### src/rtl/chipset_bus_if.sv
// chipset_bus_if: core-side handshake and peripheral-side select/data signals
// of the chipset bus. The "slave" modport is the bus block itself; the
// "master" modport is its environment (core data port plus peripherals).
interface chipset_bus_if #(
    parameter int unsigned ADDR_W       = 32,
    parameter int unsigned DATA_W       = 32,
    parameter int unsigned NSLV         = 4,
    parameter int unsigned REGION_SHIFT = 8
);
    // core data port
    logic                     req;
    logic                     we;
    logic [ADDR_W-1:0]        addr;
    logic [DATA_W-1:0]        wdata;
    logic [DATA_W-1:0]        rdata;
    logic                     ack;
    logic                     err;
    logic                     busy;

    // peripheral side
    logic [NSLV-1:0]          slv_sel;
    logic                     slv_we;
    logic [REGION_SHIFT-1:0]  slv_addr;
    logic [DATA_W-1:0]        slv_wdata;
    logic [NSLV*DATA_W-1:0]   slv_rdata;
    logic [NSLV-1:0]          slv_rdy;

    modport master (
        output req, we, addr, wdata, slv_rdata, slv_rdy,
        input  rdata, ack, err, busy, slv_sel, slv_we, slv_addr, slv_wdata
    );

    modport slave (
        input  req, we, addr, wdata, slv_rdata, slv_rdy,
        output rdata, ack, err, busy, slv_sel, slv_we, slv_addr, slv_wdata
    );
endinterface

### src/rtl/chipset_bus.sv
// chipset_bus: registered, handshaked memory-mapped bus from the core data
// port to NSLV peripheral regions selected by addr[REGION_SHIFT +: log2(NSLV)].
// Unmapped addresses and slaves that stay not-ready for TIMEOUT wait cycles
// complete with ack+err.
// Optional build macro: CHIPSET_ERR_COUNT_EN enables the saturating err_cnt
// error counter; otherwise err_cnt is tied to zero.
module chipset_bus #(
    parameter int unsigned ADDR_W       = 32,
    parameter int unsigned DATA_W       = 32,
    parameter int unsigned NSLV         = 4,
    parameter int unsigned REGION_SHIFT = 8,
    parameter int unsigned TIMEOUT      = 15
) (
    input  logic        clk,
    input  logic        reset,
    chipset_bus_if.slave bus,
    output logic [15:0] err_cnt
);
    localparam int unsigned IDX_W  = $clog2(NSLV);
    localparam int unsigned HI_LSB = REGION_SHIFT + IDX_W;
    localparam int unsigned CNT_W  = 8;

    typedef enum logic [1:0] {
        IDLE   = 2'd0,
        ACCESS = 2'd1,
        RESP   = 2'd2
    } state_t;

    state_t             state;
    logic [IDX_W-1:0]   slvIdx;
    logic               latWe;
    logic               errPending;
    logic [CNT_W-1:0]   waitCnt;

    logic [IDX_W-1:0]   reqIdx;
    logic               reqMapped;
    logic               selRdy;
    logic [DATA_W-1:0]  selRdata;

    // decode of the live request address (only used in IDLE)
    assign reqIdx    = bus.addr[REGION_SHIFT +: IDX_W];
    assign reqMapped = (bus.addr[ADDR_W-1:HI_LSB] == '0);

    // ready and read data of the latched slave; other slaves are ignored
    always_comb begin
        selRdy   = 1'b0;
        selRdata = '0;
        for (int unsigned i = 0; i < NSLV; i++) begin
            if (slvIdx == IDX_W'(i)) begin
                selRdy   = bus.slv_rdy[i];
                selRdata = bus.slv_rdata[i*DATA_W +: DATA_W];
            end
        end
    end

    // transfer FSM with registered bus outputs
    always_ff @(posedge clk) begin
        if (reset) begin
            state         <= IDLE;
            slvIdx        <= '0;
            latWe         <= 1'b0;
            errPending    <= 1'b0;
            waitCnt       <= '0;
            bus.rdata     <= '0;
            bus.ack       <= 1'b0;
            bus.err       <= 1'b0;
            bus.busy      <= 1'b0;
            bus.slv_sel   <= '0;
            bus.slv_we    <= 1'b0;
            bus.slv_addr  <= '0;
            bus.slv_wdata <= '0;
        end else begin
            bus.ack <= 1'b0;
            bus.err <= 1'b0;
            case (state)
                IDLE: begin
                    if (bus.req) begin
                        latWe         <= bus.we;
                        slvIdx        <= reqIdx;
                        bus.slv_addr  <= bus.addr[REGION_SHIFT-1:0];
                        bus.slv_wdata <= bus.wdata;
                        waitCnt       <= '0;
                        bus.busy      <= 1'b1;
                        if (reqMapped) begin
                            state       <= ACCESS;
                            errPending  <= 1'b0;
                            bus.slv_sel <= NSLV'(1) << reqIdx;
                            bus.slv_we  <= bus.we;
                        end else begin
                            state      <= RESP;
                            errPending <= 1'b1;
                        end
                    end
                end
                ACCESS: begin
                    if (selRdy) begin
                        if (!latWe) begin
                            bus.rdata <= selRdata;
                        end
                        bus.slv_sel <= '0;
                        bus.slv_we  <= 1'b0;
                        state       <= RESP;
                    end else if (waitCnt == CNT_W'(TIMEOUT)) begin
                        errPending  <= 1'b1;
                        bus.slv_sel <= '0;
                        bus.slv_we  <= 1'b0;
                        state       <= RESP;
                    end else begin
                        waitCnt <= waitCnt + CNT_W'(1);
                    end
                end
                RESP: begin
                    bus.ack <= 1'b1;
                    bus.err <= errPending;
                    if (errPending && !latWe) begin
                        bus.rdata <= '0;
                    end
                    errPending <= 1'b0;
                    bus.busy   <= 1'b0;
                    state      <= IDLE;
                end
                default: begin
                    state    <= IDLE;
                    bus.busy <= 1'b0;
                end
            endcase
        end
    end

`ifdef CHIPSET_ERR_COUNT_EN
    logic [15:0] errCnt;
    logic        clrHit;

    // accepted write to the all-ones offset of the top region clears the count
    assign clrHit = (state == IDLE) && bus.req && bus.we && reqMapped &&
                    (reqIdx == IDX_W'(NSLV - 1)) && (&bus.addr[REGION_SHIFT-1:0]);

    // saturating count of error responses
    always_ff @(posedge clk) begin
        if (reset) begin
            errCnt <= '0;
        end else if (clrHit) begin
            errCnt <= '0;
        end else if ((state == RESP) && errPending && (errCnt != 16'hFFFF)) begin
            errCnt <= errCnt + 16'd1;
        end
    end

    assign err_cnt = errCnt;
`else
    assign err_cnt = '0;
`endif
endmodule

### src/flat_wrapper.sv
// flat-port wrapper written by rule: the top's interface ports become plain ports
module chipset_bus_flat 
#(
    parameter int unsigned ADDR_W       = 32,
    parameter int unsigned DATA_W       = 32,
    parameter int unsigned NSLV         = 4,
    parameter int unsigned REGION_SHIFT = 8,
    parameter int unsigned TIMEOUT      = 15
)
  (clk, reset, err_cnt, bus_req, bus_we, bus_addr, bus_wdata, bus_slv_rdata, bus_slv_rdy, bus_rdata, bus_ack, bus_err, bus_busy, bus_slv_sel, bus_slv_we, bus_slv_addr, bus_slv_wdata);
  chipset_bus_if #(.ADDR_W(ADDR_W), .DATA_W(DATA_W), .NSLV(NSLV), .REGION_SHIFT(REGION_SHIFT)) bus_i ();
  input  logic clk;
  input  logic reset;
  output logic [15:0] err_cnt;
  input wire logic [$bits(bus_i.req)-1:0] bus_req;
  input wire logic [$bits(bus_i.we)-1:0] bus_we;
  input wire logic [$bits(bus_i.addr)-1:0] bus_addr;
  input wire logic [$bits(bus_i.wdata)-1:0] bus_wdata;
  input wire logic [$bits(bus_i.slv_rdata)-1:0] bus_slv_rdata;
  input wire logic [$bits(bus_i.slv_rdy)-1:0] bus_slv_rdy;
  output wire logic [$bits(bus_i.rdata)-1:0] bus_rdata;
  output wire logic [$bits(bus_i.ack)-1:0] bus_ack;
  output wire logic [$bits(bus_i.err)-1:0] bus_err;
  output wire logic [$bits(bus_i.busy)-1:0] bus_busy;
  output wire logic [$bits(bus_i.slv_sel)-1:0] bus_slv_sel;
  output wire logic [$bits(bus_i.slv_we)-1:0] bus_slv_we;
  output wire logic [$bits(bus_i.slv_addr)-1:0] bus_slv_addr;
  output wire logic [$bits(bus_i.slv_wdata)-1:0] bus_slv_wdata;
  assign bus_i.req = bus_req;
  assign bus_i.we = bus_we;
  assign bus_i.addr = bus_addr;
  assign bus_i.wdata = bus_wdata;
  assign bus_i.slv_rdata = bus_slv_rdata;
  assign bus_i.slv_rdy = bus_slv_rdy;
  assign bus_rdata = bus_i.rdata;
  assign bus_ack = bus_i.ack;
  assign bus_err = bus_i.err;
  assign bus_busy = bus_i.busy;
  assign bus_slv_sel = bus_i.slv_sel;
  assign bus_slv_we = bus_i.slv_we;
  assign bus_slv_addr = bus_i.slv_addr;
  assign bus_slv_wdata = bus_i.slv_wdata;
  chipset_bus #(.ADDR_W(ADDR_W), .DATA_W(DATA_W), .NSLV(NSLV), .REGION_SHIFT(REGION_SHIFT), .TIMEOUT(TIMEOUT)) u_core (.clk(clk), .reset(reset), .bus(bus_i), .err_cnt(err_cnt));
endmodule
### config.mk
export PLATFORM = sky130hd
export DESIGN_NAME = chipset_bus_flat
export DESIGN_NICKNAME = d
export VERILOG_FILES = /design/src/rtl/chipset_bus_if.sv /design/src/rtl/chipset_bus.sv /design/src/flat_wrapper.sv
export SDC_FILE = /design/constraint.sdc
export NUM_CORES = 1
export LEC_CHECK = 0
export ABC_AREA = 1
export ABC_CLOCK_PERIOD_IN_PS = 3100
export BUFFER_PORTS_ARGS = -buffer_cell sky130_fd_sc_hd__buf_2
export CAP_MARGIN = 20
export CORE_AREA = 2 2 113 115
export CTS_CLUSTER_DIAMETER = 60
export DETAILED_ROUTE_END_ITERATION = 8
export DIE_AREA = 0 0 115 117
export HOLD_SLACK_MARGIN = 0.03
export PLACE_DENSITY = 0.77
export SLEW_MARGIN = 30
export SYNTH_ARGS = -nofsm -noshare
export SYNTH_HDL_FRONTEND = slang
export SYNTH_SLANG_ARGS = --single-unit
### constraint.sdc
create_clock -name clk -period 3.1 [get_ports clk]
set_input_delay 0.155 -clock clk [delete_from_list [all_inputs] [get_ports clk]]
set_output_delay 0.155 -clock clk [all_outputs]
set_load 0.01 [all_outputs]
==> results.cfg, run 1 <==
[outcome]
status = completed

[placement]
dpl-instance-area_sq_um = 6480
gp_congestion = 0.938
dp_hpwl_mm = 11.9
port-buffer-count = 279
post-place-ws_ps = 964

[route]
wl_per_cell_um = 13.3
drtAntennaViolNets = 0
avgViaCountPerCell = 4.86
drc = 0
drt_iter0_markers = 574
wl_met3_mm = 1.33
wl_met2_mm = 7.73
drt-met1-wl_mm = 6.67
dr.pass1.iters = 5
routed.top_layer = met4
routed_wl_mm = 16.1
vias = 5880

[die]
initial_core_util = 0.417
num_io_pins = 296
core_area_sq_um = 12300
die-area_sq_um = 13500
die_h_um = 117
fp.dieW_um = 115
rows = 41

[setup_path]
required_ps = 3390
path_buf_inv = 1
cpLargestDelayFamily = simple AND/OR/NAND/NOR gates
critical-path-max-stage-delay_ps = 510
crit_arrival_ps = 2490
worstSetupPathType = register to register
critPathLaunchType = register
worstPathCellList = inv_1 -> ha_1 -> nor2_1 -> nor2_1 -> nand3_2 -> or2_0 -> a21oi_1
slowest_stage = ha_1
cp_max_fo = 13
cpMostUsedCell = nor2_1
endpoint_kind = register

[sta]
setup_viol = 0
setup_ws_ps = 898
fmax_mhz = 454
fin_crit_ps = 2200
rsz0062_at_grt = no
slew_viol_final = 0
period_share = 0.710
hold_slack_ps = 49.2
slew_headroom = 0.462
tns_ps = 0
finalClockSkew_ps = 5.78
worst_pin_slew_ps = 806
hold_viol_final = 0

[clock_tree]
cts_resized = 0
clk_latency_ps = 350
clockBufferDepth = 2
h-tree-depth = 3
tritoncts = yes
clock-sinks = 94
post_cts_buffers = 0
cts-root-buf = clkbuf_16
path_clk_slew_ps = 70
cts_buffers = 9
cts_hold_buf = 0

[global_routing]
grt_util_all_layers = 0.229
grt_max_degree = 65
grt_pass1_wl_mm = 24.7
grt-ovfl-total = 0
grt_pass1_vias = 5245
antenna_found_initial = 0

[final_layout]
final_nets = 1259
final_common_cell = buf_2
area_growth_pct = 32.1
antenna_cells = 0
finalInstanceArea_sq_um = 6790
drive_above_1_share = 0.328
final_cell_mix = buf_2, nor2_1, nand2_1

[power]
leakagePower_nw = 3.54
p_per_area_nw_per_um2 = 495
ir_drop_mv = 0.393
power_w = 0.00336

[yosys]
synthCells = 801
syn-mean-instance-area_sq_um = 6.42
ys_ff_latch = 94
async_flop_share = 0
synth-edff-count = 0
ys_warn_count = 0
ys_seq_area_frac = 0.366
ys.flop_type = dfxtp_1
synthesis.area_sq_um = 5140
synth_cell_types = 31

[run]
max_cap_violations = 0

[worst_hold_path]
hp-class = primary input to register
-- path summary, 6_finish.rpt --
check	start	end	slack, ps	depth (start not counted)
worst min register to register	u_core.bus.slv_we$_SDFFE_PP0P_	u_core.bus.slv_we$_SDFFE_PP0P_	460	2
worst max register to register	u_core.state[1]$_SDFFE_PP0P_	u_core.waitCnt[4]$_SDFFE_PP0P_	900	7
worst min-delay path	bus_wdata[3]	u_core.bus.slv_wdata[3]$_SDFFE_PP0P_	50	3
worst max-delay path	u_core.state[1]$_SDFFE_PP0P_	u_core.waitCnt[4]$_SDFFE_PP0P_	900	7
-- final cells by class --
class / count / area [sq um]
Sequential cell: 94 / 1880
Clock inverter: 7 / 81.3
Tap cell: 150 / 188
Clock buffer: 9 / 225
Fill cell: 1241 / 5520
Inverter: 61 / 234
Multi-Input combinational cell: 599 / 2710
Timing Repair Buffer: 289 / 1470
-- layer usage --
metal  up-vias  global-route usage
li1       3002                   -
met1      2550               0.282
met2       289               0.387
met3        39              0.0520
met4         0               0.101
met5         -                   0
-- cells in the mapped netlist (2+ instances only) --
master / instances / share of area
buf_2: 9 / 0.0088
clkinv_1: 2 / 0.0015
nand2_2: 29 / 0.035
dfxtp_1: 94 / 0.37
o22ai_1: 13 / 0.016
nor2_1: 218 / 0.16
o21ai_0: 79 / 0.077
nand2_1: 124 / 0.091
ha_1: 5 / 0.012
nand4_1: 4 / 0.0049
inv_2: 3 / 0.0022
nand3_1: 29 / 0.028
o21ai_1: 2 / 0.0019
nor2_2: 2 / 0.0024
inv_1: 55 / 0.040
buf_4: 16 / 0.023
nor3_1: 19 / 0.019
buf_8: 3 / 0.0088
clkbuf_1: 29 / 0.021
buf_6: 5 / 0.011
or2_0: 3 / 0.0037
a21oi_1: 49 / 0.048
-- stage by stage --
step / instances / util
2_1_floorplan: 816 / -
4_1_cts: 1209 / 0.551
6_report: 1209 / 0.551
3_5_place_dp: 1193 / 0.527
5_1_grt: 1209 / 0.551
3_3_place_gp: 1193 / 0.527
-- flip-flops by register name, summed over array words and instances, names as in the netlist, 2 cells and up --
signal and cells:
u_core.bus.rdata 32, u_core.bus.slv_wdata 32, u_core.bus.slv_addr 8, u_core.waitCnt 8
u_core.bus.slv_sel 4, u_core.slvIdx 2, u_core.state 2
-- where the power goes --
group	internal (W)	total (W)	leakage, nW	switching, W
logic	0.000338	0.000837	2.62	0.000499
clock network	0.000638	0.00115	0.146	0.000516
registers	0.00131	0.00137	0.774	0.0000584
total	0.00229	0.00336	3.54	0.00107
-- logic make-up (layout without fill, tap and decap cells) --
family,Yosys count,in the layout,synth area share
flops,94,94,0.366
compound gates,145,145,0.149
simple gates,433,433,0.353
buf+inv,123,366,0.119
other cells,1,16,0.000730
fa+ha+maj,5,5,0.0122
-- tightest hold or removal path: stages --
cell     delay (ps)
buf_2            70
o21ai_0          70
nor2_1           70
(Power assumes the default switching activity.)
==> run 2: changes to the inputs <==
ABC_CLOCK_PERIOD_IN_PS = 1840   (was 3100)
CORE_AREA = 2 2 117 119   (was 2 2 113 115)
DIE_AREA = 0 0 119 121   (was 0 0 115 117)
PLACE_DENSITY = 0.76   (was 0.77)
clock period = 1.84 ns   (was 3.1 ns; I/O delays follow)
==> run 2 against run 1 <==
- combinational power rose by 84%
- power rose by 72%
- clock skew rose by 2.9 ps
- sequential share of layout area fell by 2.2 points
- non-clock buffer count rose by 54
- global-route usage fell by 0.19 points
- critical endpoint is now u_core.bus.rdata[18]$_SDFFE_PP0P_
- largest power group unchanged
==> results.cfg, run 2 (synthesized netlist as in run 1, its figures left out) <==
[worst_hold_path]
hp-class = primary input to register

[final_layout]
final_common_cell = buf_2
final_cell_mix = buf_2, nor2_1, nand2_1
largestRegisters = u_core.bus.rdata (32), u_core.bus.slv_wdata (32)
utilization = 0.564
antenna_cells = 0
drive_above_1_share = 0.328
finalInstanceArea_sq_um = 7370
area_growth_pct = 43.5
final_nets = 1313

[setup_path]
crit_arrival_ps = 1910
critical-path-max-stage-delay_ps = 400
cpMostUsedCell = nand2_1
critPathLaunchType = register
path_buf_inv = 2
required_ps = 2090
cpLargestDelayFamily = simple AND/OR/NAND/NOR gates
slowest_stage = dfxtp_2
endpoint_kind = register
worstSetupPathType = register to register
worstPathCellList = inv_6 -> or2_0 -> nand3_1 -> nand2_2 -> nand2_4 -> o21ai_4 -> nand2_8 -> buf_12 -> nand2_1 -> nand2_1 -> nor2_1
cp_max_fo = 40

[route]
avgViaCountPerCell = 4.72
wl_per_cell_um = 13.2
routed_wl_mm = 17.0
drc = 0
vias = 6080
drtAntennaViolNets = 0
dr.pass1.iters = 4
drt_iter0_markers = 403

[clock_tree]
cts-root-buf = clkbuf_16
clockBufferDepth = 2
clk_latency_ps = 350
clock-sinks = 94
cts_buffers = 9
tritoncts = yes
post_cts_buffers = 0
path_clk_slew_ps = 70
h-tree-depth = 3

[die]
die_h_um = 121
num_io_pins = 296
rows = 42
initial_core_util = 0.393
core_area_sq_um = 13100
die-area_sq_um = 14400
fp.dieW_um = 119

[placement]
port-buffer-count = 279
dpl-instance-area_sq_um = 6670
dp_hpwl_mm = 12.0
gp_congestion = 0.825

[outcome]
status = completed

[sta]
fin_crit_ps = 1670
period_share = 0.906
hold_viol_final = 0
slew_viol_final = 0
finalClockSkew_ps = 8.66
setup_viol = 0
fmax_mhz = 600

[global_routing]
use_met2 = 0.399
grt-ovfl-total = 0
grt_util_all_layers = 0.227
top_usage_layer = met2
grt_pass1_wl_mm = 26.6
grt_pass1_vias = 5725
grt_max_degree = 42
met1_usage = 0.263
use_met3 = 0.0564
antenna_found_initial = 0

[run]
max_cap_violations = 0

[power]
ir_drop_mv = 0.541
p_per_area_nw_per_um2 = 783
leakagePower_nw = 3.80
-- run 2: changes by cell type in the layout (fill, tap and decap cells not counted), moves of 2 or more --
cell / change
buf_4: +12
nor2_1: -2
buf_12: +3
nor2_2: +2
dlygate4sd3_1: +39
-- run 2: report_power, final --
part | internal (W) | leakage [nW] | total [W] | switching [W]
combinational | 0.000665 | 2.87 | 0.00154 | 0.000871
clock | 0.00107 | 0.148 | 0.00193 | 0.000862
sequential | 0.00222 | 0.775 | 0.00231 | 0.0000903
total | 0.00395 | 3.80 | 0.00578 | 0.00182
-- run 2: area by class of cell --
cell class / instances / area [sq um]
inverter: 61 / 234
multi-input combinational: 599 / 2720
sequential: 94 / 1880
fill: 1253 / 5710
clock buffer: 9 / 225
tap: 176 / 220
timing repair buffer: 343 / 2010
clock inverter: 7 / 80.1
-- run 2: worst paths after layout --
| path | from | endpoint | slack, ps | cells past startpoint |
|---|---|---|---|---|
| worst max register to register | u_core.slvIdx[1]$_SDFFE_PP0P_ | u_core.bus.rdata[18]$_SDFFE_PP0P_ | 170 | 11 |
| worst min-delay path | bus_addr[7] | u_core.bus.slv_addr[7]$_SDFFE_PP0P_ | 50 | 3 |
| worst min register to register | u_core.waitCnt[4]$_SDFFE_PP0P_ | u_core.waitCnt[4]$_SDFFE_PP0P_ | 470 | 2 |
| worst max-delay path | u_core.slvIdx[1]$_SDFFE_PP0P_ | u_core.bus.rdata[18]$_SDFFE_PP0P_ | 170 | 11 |
-- run 2: metrics by stage --
stage          instances  hold WS [ps]  total power (W)  setup TNS (ps)  worst slack [ps]
2_1_floorplan        816           241          0.00326               0               192
3_3_place_gp        1234           342          0.00378               0               166
3_5_place_dp        1234           349          0.00380               0              92.7
4_1_cts             1289          40.0          0.00583               0              72.0
5_1_grt             1289          61.8          0.00610           -5.19             -3.01
6_report            1289          53.8          0.00578               0               173
-- run 2: timing repair --
item,in CTS,in global routing
hold buffers,39,0
hold endpoints to repair,39,0
setup endpoints to repair,0,25
resized for setup,0,4
-- run 2: worst reg2reg max path, stage by stage, from the launching register on --
cell and delay (ps):
dfxtp_2 400, inv_6 90, or2_0 210, nand3_1 80, nand2_2 90, nand2_4 120
o21ai_4 90, nand2_8 70, buf_12 210, nand2_1 110, nand2_1 60, nor2_1 40
-- run 2: per-layer routing --
metal / wire [um] / up-vias
met5: 0 / -
met4: 571 / 0
met3: 1170 / 39
met2: 8300 / 240
met1: 6920 / 2680
li1: - / 3121
